**config.mk**
```make
export PLATFORM = sky130hd
export DESIGN_NAME = pipelined_rca_adder
export DESIGN_NICKNAME = d
export VERILOG_FILES = /design/src/rtl/adder_pkg.sv /design/src/rtl/rca_slice.sv /design/src/rtl/pipelined_rca_adder.sv
export SDC_FILE = /design/constraint.sdc
export NUM_CORES = 1
export LEC_CHECK = 0
export CORE_MARGIN = 3
export CORE_UTILIZATION = 35
export DETAILED_ROUTE_END_ITERATION = 8
export HOLD_SLACK_MARGIN = 0.08
export PLACE_DENSITY_LB_ADDON = 0.12
export SLEW_MARGIN = 40
export SYNTH_ARGS = -nofsm -noshare
export SYNTH_HDL_FRONTEND = slang
export SYNTH_SLANG_ARGS = --single-unit
```
**constraint.sdc**
```tcl
create_clock -name clk -period 3.62 [get_ports clk]
set_input_delay 0.724 -clock clk [delete_from_list [all_inputs] [get_ports clk]]
set_output_delay 0.724 -clock clk [all_outputs]
set_load 0.005 [all_outputs]
```
**src/rtl/adder_pkg.sv**
```systemverilog
// -----------------------------------------------------------------------------
// adder_pkg
// Shared configuration and stage-record layout for the pipelined ripple-carry
// adder. The adder width and pipeline depth live here so the slice width, the
// stage record and the slice-placement helper all agree with each other.
// Changing the adder configuration means editing ADDER_WIDTH / ADDER_STAGES.
//
// Contents
//   ADDER_WIDTH   operand/sum width in bits
//   ADDER_STAGES  number of carry slices (= pipeline depth)
//   SLICE         bits added per stage
//   SLICE_OK      configuration sanity flag, checked at elaboration by the top
//   stage_t       one pipeline register bank
//   placeSlice    puts a finished sum slice into the top SLICE bits of a word
// -----------------------------------------------------------------------------
package adder_pkg;

   localparam int ADDER_WIDTH  = 16;
   localparam int ADDER_STAGES = 4;
   localparam int SLICE        = ADDER_WIDTH / ADDER_STAGES;

   // The carry chain must split into equal slices.
   localparam bit SLICE_OK = (ADDER_STAGES > 0) && ((ADDER_WIDTH % ADDER_STAGES) == 0);

   // One stage register bank.
   //   aPend/bPend : operand bits not yet added, already shifted so that the
   //                 next slice to add sits in the low SLICE bits
   //   sumDone     : finished sum slices, shifted down one slice per stage so
   //                 that after the last stage they line up at bit 0
   //   carry       : carry out of the slice added in this stage
   //   ovf         : signed-overflow flag of the slice added in this stage;
   //                 only the last stage's value is meaningful
   typedef struct packed {
      logic                   valid;
      logic                   carry;
      logic                   ovf;
      logic [ADDER_WIDTH-1:0] aPend;
      logic [ADDER_WIDTH-1:0] bPend;
      logic [ADDER_WIDTH-1:0] sumDone;
   } stage_t;

   function automatic logic [ADDER_WIDTH-1:0] placeSlice(input logic [SLICE-1:0] s);
      logic [ADDER_WIDTH-1:0] w;
      w = '0;
      w[ADDER_WIDTH-1 -: SLICE] = s;
      return w;
   endfunction

endpackage

```
**src/rtl/rca_slice.sv**
```systemverilog
// -----------------------------------------------------------------------------
// full_adder / rca_slice
// full_adder : one-bit full adder cell.
// rca_slice  : combinational W-bit ripple-carry adder built as a generate
//              chain of full_adder cells.
//
// rca_slice ports
//   a_i, b_i     W-bit operand slices
//   cin_i        carry into bit 0 of the slice
//   sum_o        W-bit slice sum
//   cout_o       carry out of the slice MSB
//   carryMsb_o   carry into the slice MSB (used for signed overflow)
// -----------------------------------------------------------------------------
module full_adder (
   input  logic a_i,
   input  logic b_i,
   input  logic cin_i,
   output logic sum_o,
   output logic cout_o
);

   assign sum_o  = a_i ^ b_i ^ cin_i;
   assign cout_o = (a_i & b_i) | (cin_i & (a_i ^ b_i));

endmodule

module rca_slice
   import adder_pkg::*;
#(
   parameter int W = SLICE
) (
   input  logic [W-1:0] a_i,
   input  logic [W-1:0] b_i,
   input  logic         cin_i,
   output logic [W-1:0] sum_o,
   output logic         cout_o,
   output logic         carryMsb_o
);

   // carry[i] is the carry into bit i; carry[W] leaves the slice.
   logic [W:0] carry;

   assign carry[0] = cin_i;

   for (genvar i = 0; i < W; i++) begin : gBit
      full_adder uFa (
         .a_i   (a_i[i]),
         .b_i   (b_i[i]),
         .cin_i (carry[i]),
         .sum_o (sum_o[i]),
         .cout_o(carry[i+1])
      );
   end

   assign cout_o     = carry[W];
   assign carryMsb_o = carry[W-1];

endmodule

```
**src/rtl/pipelined_rca_adder.sv**
```systemverilog
// -----------------------------------------------------------------------------
// pipelined_rca_adder
// Pipelined ripple-carry adder. The WIDTH-bit carry chain is cut into STAGES
// equal slices; stage k adds slice k and registers the result, so the longest
// combinational path is one SLICE-bit ripple. One operand pair is accepted per
// cycle with valid/ready flow control; latency is STAGES cycles.
//
// Ports
//   clk        rising-edge clock
//   rst        synchronous active-high reset
//   in_valid   a, b, cin valid this cycle
//   in_ready   adder accepts input this cycle (low only while stalled)
//   a, b       WIDTH-bit operands (unsigned or two's complement)
//   cin        carry into bit 0
//   out_valid  sum, cout, ovf valid
//   out_ready  consumer accepts the output this cycle
//   sum        a + b + cin modulo 2^WIDTH
//   cout       carry out of bit WIDTH-1
//   ovf        signed overflow (carry into MSB xor carry out of MSB)
// -----------------------------------------------------------------------------
module pipelined_rca_adder
   import adder_pkg::*;
#(
   parameter int WIDTH  = ADDER_WIDTH,
   parameter int STAGES = ADDER_STAGES
) (
   input  logic             clk,
   input  logic             rst,
   input  logic             in_valid,
   output logic             in_ready,
   input  logic [WIDTH-1:0] a,
   input  logic [WIDTH-1:0] b,
   input  logic             cin,
   output logic             out_valid,
   input  logic             out_ready,
   output logic [WIDTH-1:0] sum,
   output logic             cout,
   output logic             ovf
);

   // The stage record is sized by the package, so the instance parameters
   // must match it and the chain must split evenly.
   if (!SLICE_OK || (WIDTH != ADDER_WIDTH) || (STAGES != ADDER_STAGES)) begin : gCfgCheck
      $error("pipelined_rca_adder: WIDTH/STAGES must match adder_pkg and WIDTH %% STAGES must be 0");
   end

   stage_t stage_q [STAGES];
   stage_t stage_d [STAGES];
   stage_t prevRec [STAGES];
   stage_t inRec;

   logic [STAGES-1:0][SLICE-1:0] sliceSum;
   logic [STAGES-1:0]            sliceCout;
   logic [STAGES-1:0]            sliceCmsb;
   logic                         stall;

   // The input port is presented as a virtual stage -1 record: nothing added
   // yet, operands unshifted, cin in the carry field. Every stage then reads
   // its operands and carry from the record feeding it in the same way.
   always_comb begin
      inRec       = '0;
      inRec.valid = in_valid;
      inRec.carry = cin;
      inRec.aPend = a;
      inRec.bPend = b;
      prevRec[0]  = inRec;
      for (int k = 1; k < STAGES; k++) begin
         prevRec[k] = stage_q[k-1];
      end
   end

   for (genvar k = 0; k < STAGES; k++) begin : gSlice
      rca_slice #(.W(SLICE)) uSlice (
         .a_i       (prevRec[k].aPend[SLICE-1:0]),
         .b_i       (prevRec[k].bPend[SLICE-1:0]),
         .cin_i     (prevRec[k].carry),
         .sum_o     (sliceSum[k]),
         .cout_o    (sliceCout[k]),
         .carryMsb_o(sliceCmsb[k])
      );
   end

   // Each stage consumes the low slice of the pending operands, shifts the
   // rest down, and inserts its finished sum slice at the top of sumDone
   // while shifting earlier slices down. After the last stage the slices
   // have reached their final bit positions.
   always_comb begin
      for (int k = 0; k < STAGES; k++) begin
         stage_d[k]         = '0;
         stage_d[k].valid   = prevRec[k].valid;
         stage_d[k].carry   = sliceCout[k];
         stage_d[k].ovf     = sliceCmsb[k] ^ sliceCout[k];
         stage_d[k].aPend   = prevRec[k].aPend >> SLICE;
         stage_d[k].bPend   = prevRec[k].bPend >> SLICE;
         stage_d[k].sumDone = (prevRec[k].sumDone >> SLICE) | placeSlice(sliceSum[k]);
      end
   end

   // A result waiting on a consumer freezes the whole pipe; ready is the
   // combinational complement so an input is never accepted into a frozen pipe.
   assign stall    = stage_q[STAGES-1].valid && !out_ready;
   assign in_ready = !stall;

   // Stage register banks; reset discards everything in flight and wins over
   // any transfer in the same cycle.
   always_ff @(posedge clk) begin
      if (rst) begin
         for (int k = 0; k < STAGES; k++) begin
            stage_q[k] <= '0;
         end
      end else if (!stall) begin
         for (int k = 0; k < STAGES; k++) begin
            stage_q[k] <= stage_d[k];
         end
      end
   end

   assign out_valid = stage_q[STAGES-1].valid;
   assign sum       = stage_q[STAGES-1].sumDone;
   assign cout      = stage_q[STAGES-1].carry;
   assign ovf       = stage_q[STAGES-1].ovf;

endmodule
```
==> results of run 1 <==
[through the flow]
step / utilization / instance area, µm²
floorplan: - / 4320
global placement: 0.418 / 4900
detailed placement: 0.418 / 4900
CTS: 0.443 / 5190
global route: 0.443 / 5190
finish: 0.443 / 5190
[path summary, 6_finish.rpt]
path                                  endpoint  slack, ns  depth (start not counted)
setup reg to reg  stage_q[2][15]$_SDFFCE_PN0P_       1.15                          8
hold / removal    stage_q[1][22]$_SDFFCE_PN0P_       0.60                          1
hold reg to reg   stage_q[1][22]$_SDFFCE_PN0P_       0.60                          1
setup / recovery                      in_ready       0.98                          4
[logic make-up after synthesis]
kind of cell	Yosys count	synth area share
fa+ha+maj	16	0.0743
simple gates	99	0.178
buf+inv	51	0.0705
flops	97	0.675
xor+xnor	1	0.00203
[layout make-up]
| class | count | area, µm² | area share |
|---|---|---|---|
| clock buffers | 11 | 233 | 0.0449 |
| clock inverters | 5 | 56.3 | 0.0109 |
| inverters | 29 | 109 | 0.0210 |
| multi-input cells | 116 | 1100 | 0.213 |
| flip-flops and latches | 97 | 2910 | 0.561 |
| well taps | 143 | 179 | 0.0345 |
| repair buffers | 61 | 596 | 0.115 |
[cell usage after synthesis (2+ instances only)]
cell      count
buf_4         2
buf_6        11
buf_8         2
clkbuf_1      7
edfxtp_1     97
fa_1         16
inv_1        29
nor3_1        4
nor3_2        8
nor3b_1      84
[worst reg2reg max path: stages, from the launching register on]
cell and delay, ns:
edfxtp_1 0.35, inv_1 0.08, fa_1 0.21, inv_1 0.07
fa_1 0.46, fa_1 0.44, inv_1 0.09, fa_1 0.38
nor3_1 0.21
[layer usage]
layer / global-route usage / share of wire
met5: 0 / 0
met4: 0.0528 / 0.022
met3: 0.0201 / 0.038
met2: 0.143 / 0.44
met1: 0.151 / 0.50
[layout by cell type, fill, tap and decap left out]
cell type	netlist	layout
nor2b_4	1	1
nor3_1	4	4
clkdlybuf4s50_1	0	55
xor2_1	1	1
bufinv_16	0	1
edfxtp_1	97	97
buf_4	2	6
clkbuf_16	0	9
clkinvlp_4	0	3
nor3_2	8	8
fa_1	16	16
nor3b_1	84	84
nor3_4	1	1
clkinv_1	0	1
clkbuf_1	7	2
inv_1	29	29
nand2b_4	0	1
[power groups by stage]
stage,registers (mW),logic [mW],clock network [mW]
after floorplan,1.35,0.111,0
after global placement,1.35,0.186,0
after detailed placement,1.35,0.186,0
after CTS,1.33,0.188,0.947
after global routing,1.33,0.208,0.990
final,1.33,0.183,0.917
==> out/qor.json, run 1 <==
{
  "synth-edff-count": {"value": 97},
  "tightestPinTransition": {"value": 0.753, "unit": "ns"},
  "antenna-diode-count": {"value": 0},
  "top_register_by_number_of_flip_flops": {"value": "stage_q"},
  "fin_worst_hold_slack": {"value": 0.601, "unit": "ns"},
  "postRouteWirelength": {"value": 6410, "unit": "µm"},
  "unrepaired_setup_endpoints_after_global_routing": {"value": "false"},
  "crit_path_top_delay_cell": {"value": "clkdlybuf4s50_1"},
  "largest_register_ffs": {"value": 97},
  "post_drt_via_cell_ratio": {"value": 4.58},
  "power_switching": {"value": 476, "unit": "µW"},
  "first_iter_violations": {"value": 140},
  "layout_min_cycle_time": {"value": 2.64, "unit": "ns"},
  "place_hpwl": {"value": 3710, "unit": "µm"},
  "setup_slack": {"value": 0.981, "unit": "ns"},
  "crit-reg2reg-launch": {"value": "stage_q[1][16]$_SDFFCE_PN0P_"},
  "yosysUniqueCellTypes": {"value": 14},
  "total_clock_buffers_created_by_cts": {"value": 9},
  "timing.critical_path.max_delay_family": {"value": "buffers and inverters"},
  "worst_slew_margin_rel": {"value": 0.498},
  "power_frac_clock": {"value": 0.378},
  "registers_with_the_most_flip_flops": {"value": "stage_q (97)"},
  "end_kind": {"value": "output port"},
  "wl_per_cell": {"value": 13.9, "unit": "µm"},
  "cellLeakagePower": {"value": 1.89, "unit": "nW"},
  "postSynthRegisterBits": {"value": 97},
  "synth.largest_area_cell": {"value": "edfxtp_1"},
  "portBuffers": {"value": 56},
  "cts_setup_buffers": {"value": 0},
  "power.share.switching": {"value": 0.196},
  "effective_utilization_at_floorplan": {"value": 0.368},
  "num-fill-cells": {"value": 1107},
  "firstDrtPassIters": {"value": 4},
  "worst_setup_path_startpoint": {"value": "out_ready"},
  "mappedNetlistArea": {"value": 4310, "unit": "µm²"},
  "routabilityCongestion": {"value": 0.694},
  "ys_dominant_reg_cell": {"value": "edfxtp_1"},
  "worst_hold_path_startpoint": {"value": "stage_q[0][26]$_SDFFCE_PN0P_"},
  "first_global_vias": {"value": 2176},
  "finalMaxSlewViolations": {"value": 0},
  "numClockSinks": {"value": 97},
  "syn-num-nets": {"value": 317},
  "rows": {"value": 39},
  "nNetsFinal": {"value": 367},
  "cp.required": {"value": 2.90, "unit": "ns"},
  "cp-start-kind": {"value": "primary input"},
  "fin_tns_setup": {"value": 0, "unit": "ns"},
  "timing.critical_path.slowest_cell_delay": {"value": 0.45, "unit": "ns"},
  "crit_arrival": {"value": 1.91, "unit": "ns"},
  "sequentialPowerShare": {"value": 0.547},
  "dp_slack": {"value": 0.664, "unit": "ns"},
  "power.density_cell_area": {"value": 468, "unit": "nW/µm²"},
  "synth-seq-area-share": {"value": 0.675},
  "critical-path-top-cell-by-count": {"value": "clkdlybuf4s50_1"},
  "crit_fanout": {"value": 4},
  "drt.antenna.violating_nets": {"value": 0},
  "areaGrowthSynthToFinish": {"value": 20.3, "unit": "%"},
  "residual_overflow_from_global_routing": {"value": 0},
  "io_count": {"value": 57},
  "timing.hold.worst.class": {"value": "reg2reg"},
  "die_h": {"value": 117, "unit": "µm"},
  "design_power_total": {"value": 2.43, "unit": "mW"},
  "async_flop_share": {"value": 0},
  "worstPathCellList": {"value": "clkdlybuf4s50_1 > nor2b_4 > inv_1 > clkdlybuf4s50_1"},
  "globalRouteTotalUtil": {"value": 0.102},
  "grt_antenna_before_repair": {"value": 0},
  "die_width": {"value": 117, "unit": "µm"},
  "max-cap-violations": {"value": 0},
  "cts_hold_repair.buffers": {"value": 0},
  "drc_errors": {"value": 0},
  "result_of_the_run": {"value": "complete, no violations"},
  "timing.clock.skew": {"value": 0.00632, "unit": "ns"},
  "tritoncts": {"value": "built"},
  "max_freq": {"value": 0.379, "unit": "GHz"},
  "post_cts_resized": {"value": 0},
  "first_pass_grt_wire_length": {"value": 10800, "unit": "µm"},
  "clockRootBuffer": {"value": "clkbuf_16"},
  "dieArea": {"value": 13700, "unit": "µm²"},
  "via_count": {"value": 2115},
  "clock_path_buffers": {"value": 2},
  "clock_tree.htree_level_count": {"value": 3},
  "drive_gt1_frac": {"value": 0.0940},
  "peakVddDrop": {"value": 0.202, "unit": "mV"},
  "hold_violations": {"value": 0},
  "synth.top_cells.by_area": {"value": "edfxtp_1 (68%), nor3b_1 (15%), fa_1 (7.4%)"},
  "yosysTopAreaCellShare": {"value": 0.675},
  "worst-path-buf-inv": {"value": 3},
  "combinationalPowerShare": {"value": 0.075},
  "internal-power": {"value": 1.95, "unit": "mW"},
  "synth_warnings": {"value": 0},
  "dp_cells": {"value": 446},
  "worst-setup-path-type": {"value": "in2out"},
  "post-route-period-util": {"value": 0.729},
  "design.core.area": {"value": 11700, "unit": "µm²"},
  "worstSkewPairLatency": {"value": 0.33, "unit": "ns"},
  "postSynthCellCount": {"value": 264},
  "final-setup-viol-count": {"value": 0},
  "grt_start_max_net_pins": {"value": 62},
  "clk_pin_slew_worst_paths": {"value": 0.07, "unit": "ns"},
  "instances_no_fill": {"value": 462},
  "synth.avg_cell_area": {"value": 16.3, "unit": "µm²"}
}
Power figures use the tool's default switching activity.
==> run 2, diff against run 1 <==
- clock period: 3.62 -> 2.7 ns (I/O delays scaled with it)
==> run 2 against run 1 <==
  * First-iteration DRC count increased by 19%
  * Sequential share of layout area decreased by 0.71 points
  * Register-to-register slack got worse by 0.88 ns
  * Clock power rose by 44%
  * Total power up 38%
  * Critical path type is now in2reg
  * Routed wire length rose by 2.3%
  * Clock skew rose by 0.00095 ns
  * Highest routed layer unchanged
  * Clock-buffer cell count is 2 lower
  * Critical endpoint is now stage_q[0][15]$_SDFFCE_PN0P_
  * Final cell count is 0.22% higher
  * Combinational power up 39%
  * Cell area up 1.3%
  * Core utilization increased by 0.57 points
==> out/qor.json, run 2 (synthesis gave the netlist of run 1 again) <==
{
  "clk_pin_slew_worst_paths": {"value": 0.06, "unit": "ns", "change": "about the same"},
  "largest_register_ffs": {"value": 97, "change": "unchanged"},
  "cp-start-kind": {"value": "primary input"},
  "critical-path-top-cell-by-count": {"value": "fa_1"},
  "effective_utilization_at_floorplan": {"value": 0.368, "change": "unchanged"},
  "cts_setup_buffers": {"value": 0, "change": "unchanged"},
  "cts_hold_repair.buffers": {"value": 0, "change": "unchanged"},
  "clock_tree.htree_level_count": {"value": 3, "change": "unchanged"},
  "dp_cells": {"value": 447, "change": "+0.22%"},
  "grt_antenna_before_repair": {"value": 0, "change": "unchanged"},
  "finalCoreUtilization": {"value": 0.449, "change": "+0.00566"},
  "first_pass_grt_wire_length": {"value": 10500, "unit": "µm", "change": "-2.7%"},
  "crit_fanout": {"value": 1, "change": "-3"},
  "cellLeakagePower": {"value": 1.94, "unit": "nW", "change": "+2.2%"},
  "peakVddDrop": {"value": 0.336, "unit": "mV", "change": "+66%"},
  "clockRootBuffer": {"value": "clkbuf_16"},
  "timing.critical_path.max_delay_family": {"value": "adder cells"},
  "worstSkewPairLatency": {"value": 0.33, "unit": "ns", "change": "about the same"},
  "tritoncts": {"value": "built"},
  "timing.critical_path.slowest_cell_delay": {"value": 0.42, "unit": "ns", "change": "-0.03 ns"},
  "post_cts_resized": {"value": 0, "change": "unchanged"},
  "power.density_cell_area": {"value": 637, "unit": "nW/µm²", "change": "+36%"},
  "drive_gt1_frac": {"value": 0.0969, "change": "+0.00283"},
  "antenna-diode-count": {"value": 0, "change": "unchanged"},
  "globalRouteTotalUtil": {"value": 0.100, "change": "-0.00207"},
  "finalMaxSlewViolations": {"value": 0, "change": "unchanged"},
  "die_h": {"value": 117, "unit": "µm", "change": "unchanged"},
  "residual_overflow_from_global_routing": {"value": 0, "change": "unchanged"},
  "first_iter_violations": {"value": 167, "change": "+19%"},
  "final-setup-viol-count": {"value": 0, "change": "unchanged"},
  "crit_arrival": {"value": 2.63, "unit": "ns", "change": "+0.72 ns"},
  "cp.required": {"value": 2.88, "unit": "ns", "change": "-0.02 ns"},
  "total_clock_buffers_created_by_cts": {"value": 9, "change": "unchanged"},
  "routabilityCongestion": {"value": 0.695, "change": "+0.19%"},
  "worst_slew_margin_rel": {"value": 0.704, "change": "+0.207"},
  "dieArea": {"value": 13700, "unit": "µm²", "change": "unchanged"},
  "hold_violations": {"value": 0, "change": "unchanged"},
  "numClockSinks": {"value": 97, "change": "unchanged"},
  "clock_path_buffers": {"value": 2, "change": "unchanged"},
  "stdcell_area": {"value": 5260, "unit": "µm²", "change": "+1.3%"},
  "unrepaired_setup_endpoints_after_global_routing": {"value": "false"},
  "first_global_vias": {"value": 2105, "change": "-3.3%"},
  "worst-setup-path-type": {"value": "in2reg"},
  "areaGrowthSynthToFinish": {"value": 21.8, "unit": "%"},
  "rows": {"value": 39, "change": "unchanged"},
  "drt.antenna.violating_nets": {"value": 0, "change": "unchanged"},
  "result_of_the_run": {"value": "complete, no violations"},
  "fin_tns_setup": {"value": 0, "unit": "ns", "change": "unchanged"},
  "max-cap-violations": {"value": 0, "change": "unchanged"},
  "timing.clock.skew": {"value": 0.00727, "unit": "ns", "change": "+0.000946 ns"},
  "worstPathCellList": {"value": "clkdlybuf4s50_1 > inv_1 > fa_1 > inv_1 > fa_1 > fa_1 > inv_1 > fa_1 > nor3_2"},
  "tightestPinTransition": {"value": 0.443, "unit": "ns", "change": "-0.310 ns"},
  "firstDrtPassIters": {"value": 4, "change": "unchanged"},
  "via_count": {"value": 2151, "change": "+1.7%"},
  "layout_min_cycle_time": {"value": 2.45, "unit": "ns"},
  "top_register_by_number_of_flip_flops": {"value": "stage_q"},
  "postRouteWirelength": {"value": 6550, "unit": "µm", "change": "+2.3%"},
  "portBuffers": {"value": 56, "change": "unchanged"},
  "mostFrequentLayoutCell": {"value": "edfxtp_1"},
  "wl_per_cell": {"value": 14.2, "unit": "µm", "change": "+2.1%"},
  "nNetsFinal": {"value": 368, "change": "+0.27%"},
  "drc_errors": {"value": 0, "change": "unchanged"},
  "crit_path_top_delay_cell": {"value": "fa_1"},
  "instances_no_fill": {"value": 463, "change": "+0.22%"},
  "die_width": {"value": 117, "unit": "µm", "change": "unchanged"},
  "timing.hold.worst.class": {"value": "reg2reg"},
  "max_freq": {"value": 0.408, "unit": "GHz"},
  "place_hpwl": {"value": 3710, "unit": "µm", "change": "about the same"},
  "io_count": {"value": 57, "change": "unchanged"},
  "dpl-instance-area": {"value": 4940, "unit": "µm²", "change": "+0.92%"},
  "end_kind": {"value": "flip-flop"},
  "layout.cells.most_common_list": {"value": "edfxtp_1 (97), nor3b_1 (84), clkdlybuf4s50_1 (55)"},
  "post-route-period-util": {"value": 0.908},
  "design.core.area": {"value": 11700, "unit": "µm²", "change": "unchanged"},
  "grt_start_max_net_pins": {"value": 98, "change": "+58%"},
  "registers_with_the_most_flip_flops": {"value": "stage_q (97)"},
  "post_drt_via_cell_ratio": {"value": 4.65, "change": "+1.5%"},
  "worst-path-buf-inv": {"value": 4, "change": "+1"}
}
==> run 2: changes by cell type in the layout (fill, tap and decap cells not counted), sizes merged <==
cell / before / now
clkinvlp: 3 / 0
bufinv: 1 / 2
clkinv: 1 / 5
clkbuf: 11 / 9
buf: 6 / 7
==> run 2: worst paths after layout <==
check	to	from	slack, ns	cells after the start
setup / recovery	stage_q[0][15]$_SDFFCE_PN0P_	a[0]	0.25	9
hold / removal	stage_q[3][42]$_SDFFCE_PN0P_	stage_q[2][42]$_SDFFCE_PN0P_	0.60	1
setup reg to reg	stage_q[3][15]$_SDFFCE_PN0P_	stage_q[2][28]$_SDFFCE_PN0P_	0.27	8
hold reg to reg	stage_q[3][42]$_SDFFCE_PN0P_	stage_q[2][42]$_SDFFCE_PN0P_	0.60	1
==> run 2: cell type report <==
class / count / area [µm²]
inverters: 29 / 109
well taps: 143 / 179
flip-flops and latches: 97 / 2910
multi-input cells: 116 / 1100
clock buffers: 9 / 225
clock inverters: 7 / 85.1
fillers: 1094 / 6460
repair buffers: 62 / 641
==> run 2: metrics by stage <==
step                hold slack (ns)  power (mW)  setup slack [ns]
floorplan                     0.570        1.96             0.236
global placement              0.577        2.07           -0.0570
detailed placement            0.583        2.07            -0.116
CTS                           0.603        3.39             0.227
global route                  0.627        3.47             0.116
finish                        0.597        3.35             0.249
==> run 2: per-layer routing <==
| layer | track usage | wire length (µm) | vias up |
|---|---|---|---|
| li1 | - | - | 1047 |
| met1 | 0.151 | 3350 | 1048 |
| met2 | 0.137 | 2830 | 47 |
| met3 | 0.0231 | 260 | 9 |
| met4 | 0.0482 | 111 | 0 |
| met5 | 0 | 0 | - |
==> run 2: power breakdown <==
part,total (mW),internal (mW),switching (mW)
Clock,1.32,0.802,0.514
Sequential,1.78,1.76,0.0229
Combinational,0.254,0.151,0.103
==> patch 1 (config.mk and constraints of run 2) <==
The package constant `ADDER_STAGES` goes from 4 to 8.
--- a/src/rtl/adder_pkg.sv
+++ b/src/rtl/adder_pkg.sv
@@ -17,5 +17,5 @@
 
    localparam int ADDER_WIDTH  = 16;
-   localparam int ADDER_STAGES = 4;
+   localparam int ADDER_STAGES = 8;
    localparam int SLICE        = ADDER_WIDTH / ADDER_STAGES;
 
Function: changed (Yosys sat finds a counterexample within 10 cycles, from zero or initial values).
==> patch 1 against run 2 <==
  * Synthesized cell count up 90%
  * Cell area up 100%
  * Power up 98%
  * Synthesized area up 110%
  * Worst setup slack better by 0.22 ns
  * Cell count up 94%
  * Wire length up 91%
  * Sequential cell count up 104
  * Die area up 100%
==> patch 1: results <==
[outcome]
status = "finished, final reports clean"

[power]
ir_drop_mv = 0.304
p_leak_nw = 3.89

[place]
gp_congestion = 0.668
placed_cell_area_um2 = 9800
dp_hpwl_um = 6510

[detailed_routing]
drt_pass1_iterations = 6
drt-wirelength-per-cell_um = 14.0
drt_iter0_markers = 282
vias = 3901

[timing]
worst_slew_pin_slew_ns = 0.638

[finish]
seq-cell-share_pct = 57.5
reg.largest.list = "stage_q (201)"
inv_count = 41
drive_gt1_share_pct = 32.2
final-clk-cell-share_pct = 6.56
nonClkBufAreaFrac_pct = 6.94
multi_input_area_share_pct = 23.6
nets = 606
clkbuf_count = 31
final.fill_count = 2302

[setup_path]
ff2ff_path_depth = 5
endpoint = "in_ready"
crit_path_start = "out_ready"
crit_arrival_ns = 1.69
crit_fanout = 3
slowest_delay_ns = 0.45
r2r_end = "stage_q[1][185]"
crit_slowest_cell = "clkdlybuf4s50_1"
r2r_setup_slack_ns = 0.87
r2r-start = "stage_q[1][124]"

[yosys]
ys_seq_elements = 201
yosys-top-cells-area = "edfxtp_1 67%, nor3b_2 20%, fa_1 3.5%"
synthAdderAreaFrac_pct = 3.55
synth_nets = 555
ys_top_cells_by_count = "201 x edfxtp_1, 141 x nor3b_2, 41 x inv_1, 22 x nor2b_1, 21 x buf_6"
seq_area_frac_synth_pct = 66.9
synth-edff-count = 201

[grt]
grt_pass1_wl_um = 21800
met3_usage_pct = 2.25
use_met1_pct = 13.2

[hold_path]
hp-class = "in2reg"

[clock_tree]
htree_num_levels = 1
clock_latency_ns = 0.49
==> patch 1: where the power goes <==
| part | internal [mW] | switching [mW] |
|---|---|---|
| clock | 1.75 | 1.12 |
| combinational | 0.141 | 0.112 |
| sequential | 3.49 | 0.0188 |
| total | 5.38 | 1.25 |
==> patch 1: through the flow <==
stage | hold WS, ns | setup slack (ns) | instances | util, %
after floorplan | 0.501 | 0.0376 | 502 | -
after global placement | 0.512 | 0.411 | 858 | 38.8
after detailed placement | 0.513 | 0.384 | 858 | 38.8
after CTS | 0.463 | 0.446 | 896 | 41.5
after global routing | 0.499 | 0.392 | 896 | 41.5
final | 0.473 | 0.466 | 896 | 41.5
==> patch 1: layer usage <==
layer  wire length [um]  vias up
li1                   -     1918
met3                688       20
met5                  0        -
met4                248        0
met1               5940     1884
met2               5660       79
==> patch 1: worst register-to-register path, cell delays in order (launching register included) <==
cell	delay [ns]
edfxtp_1	0.32
inv_1	0.06
fa_1	0.49
fa_1	0.49
xnor2_1	0.17
nor2_1	0.05
==> patch 2 (flow settings as in run 2) <==
Made on the original files. Put a register stage on the output `ovf`, with the module's reset. The value now appears one clock later. The other outputs are not delayed to match.
--- a/src/rtl/pipelined_rca_adder.sv
+++ b/src/rtl/pipelined_rca_adder.sv
@@ -38,4 +38,6 @@
    output logic             ovf
 );
+
+   logic ovf_d;
 
    // The stage record is sized by the package, so the instance parameters
@@ -119,5 +121,13 @@
    assign sum       = stage_q[STAGES-1].sumDone;
    assign cout      = stage_q[STAGES-1].carry;
-   assign ovf       = stage_q[STAGES-1].ovf;
+   assign ovf_d     = stage_q[STAGES-1].ovf;
+
+   always_ff @(posedge clk) begin
+      if (rst) begin
+         ovf <= '0;
+      end else begin
+         ovf <= ovf_d;
+      end
+   end
 
 endmodule
Formal check against the unedited RTL: not equivalent (a bounded check fails within 10 cycles, from zero or initial values and one cycle with rst high).
==> patch 2 against run 2 <==
  * Critical path depth is the same
  * Global-route usage grew 0.36 points
  * Worst setup slack gained 0.018 ns
  * Count of clock-buffer cells in the layout grew 4
  * Cell area grew 1.3%
  * Clock skew is essentially flat
  * Power grew 1.4%
  * Sequential cell count grew 1
  * Synthesized area grew 0.41%
  * Fmax grew 0.74%
  * Wire length grew 1.0%
  * Synthesized cell count grew 0.76%
  * Utilization grew 0.39 points
  * Critical endpoint unchanged
==> patch 2: results <==
[timing]
hold-worst-slack_ns = 0.455
worst_slew_pin_slew_ns = 0.460

[detailed_routing]
dr_wl_met3_um = 259
drt-wirelength-per-cell_um = 13.6
met1Wirelength_um = 3190
drt_iter0_markers = 145

[finish]
multi_input_area_share_pct = 20.9
final_cells = 486
reg.largest.list = "stage_q (97), ovf (1)"
finish.utilization_pct = 45.3
clkbuf_count = 13
drive_gt1_share_pct = 10.6
final.fill_count = 1059
multi_input_cells = 117
final-clk-cell-share_pct = 6.11
seq-cell-share_pct = 55.1

[place]
gp_congestion = 0.692
placed_cell_area_um2 = 5000
placed_cells = 470
dp_worst_setup_slack_ns = -0.108

[yosys]
synthAdderAreaFrac_pct = 7.40
synth_xor_xnor_area_share_pct = 0.202
seq_area_frac_synth_pct = 67.7
ys_top_cells_by_count = "97 x edfxtp_1, 84 x nor3b_1, 29 x inv_1, 16 x fa_1, 9 x buf_6"
ys_types = 17
yosys-top-cells-area = "edfxtp_1 67%, nor3b_1 15%, fa_1 7.4%"
synth_nets = 319
syn-instance-count = 266

[setup_path]
r2r_setup_slack_ns = 0.29
crit_arrival_ns = 2.62

[outcome]
status = "finished, final reports clean"

[power]
p_clk_share_pct = 39.7
intPower_mw = 2.74
ir_drop_mv = 0.268

[grt]
first_global_vias = 2114
grt_usage_pct = 10.4
grt_max_degree = 99

[hold_path]
min_from = "stage_q[3][40]"
worstHoldEndpoint = "ovf"
patch 2: routing by layer:
metal  track usage [%]  vias up
li1                  -     1052
met1              14.4     1041
met2              14.9       46
met3              2.47       12
met4              5.96        0
met5                 0        -
patch 2: worst max-delay path, cell delays in order:
cell and delay (ns):
clkdlybuf4s50_1 0.39, inv_1 0.07, fa_1 0.16, inv_1 0.05, fa_1 0.38, fa_1 0.37, inv_1 0.07, fa_1 0.41
nor3_2 0.17
patch 2: how the worst max path moves through the flow:
stage                   startpoint             end  slack (ns)  cells past startpoint
floorplan                      rst  stage_q[0][12]        0.17                      3
global placement              a[0]  stage_q[0][15]       -0.06                      9
detailed placement            a[0]  stage_q[0][15]       -0.11                      9
CTS                           a[0]  stage_q[0][15]        0.25                      9
global route        stage_q[2][28]  stage_q[3][15]        0.11                      8
finish                        a[0]  stage_q[0][15]        0.27                      9
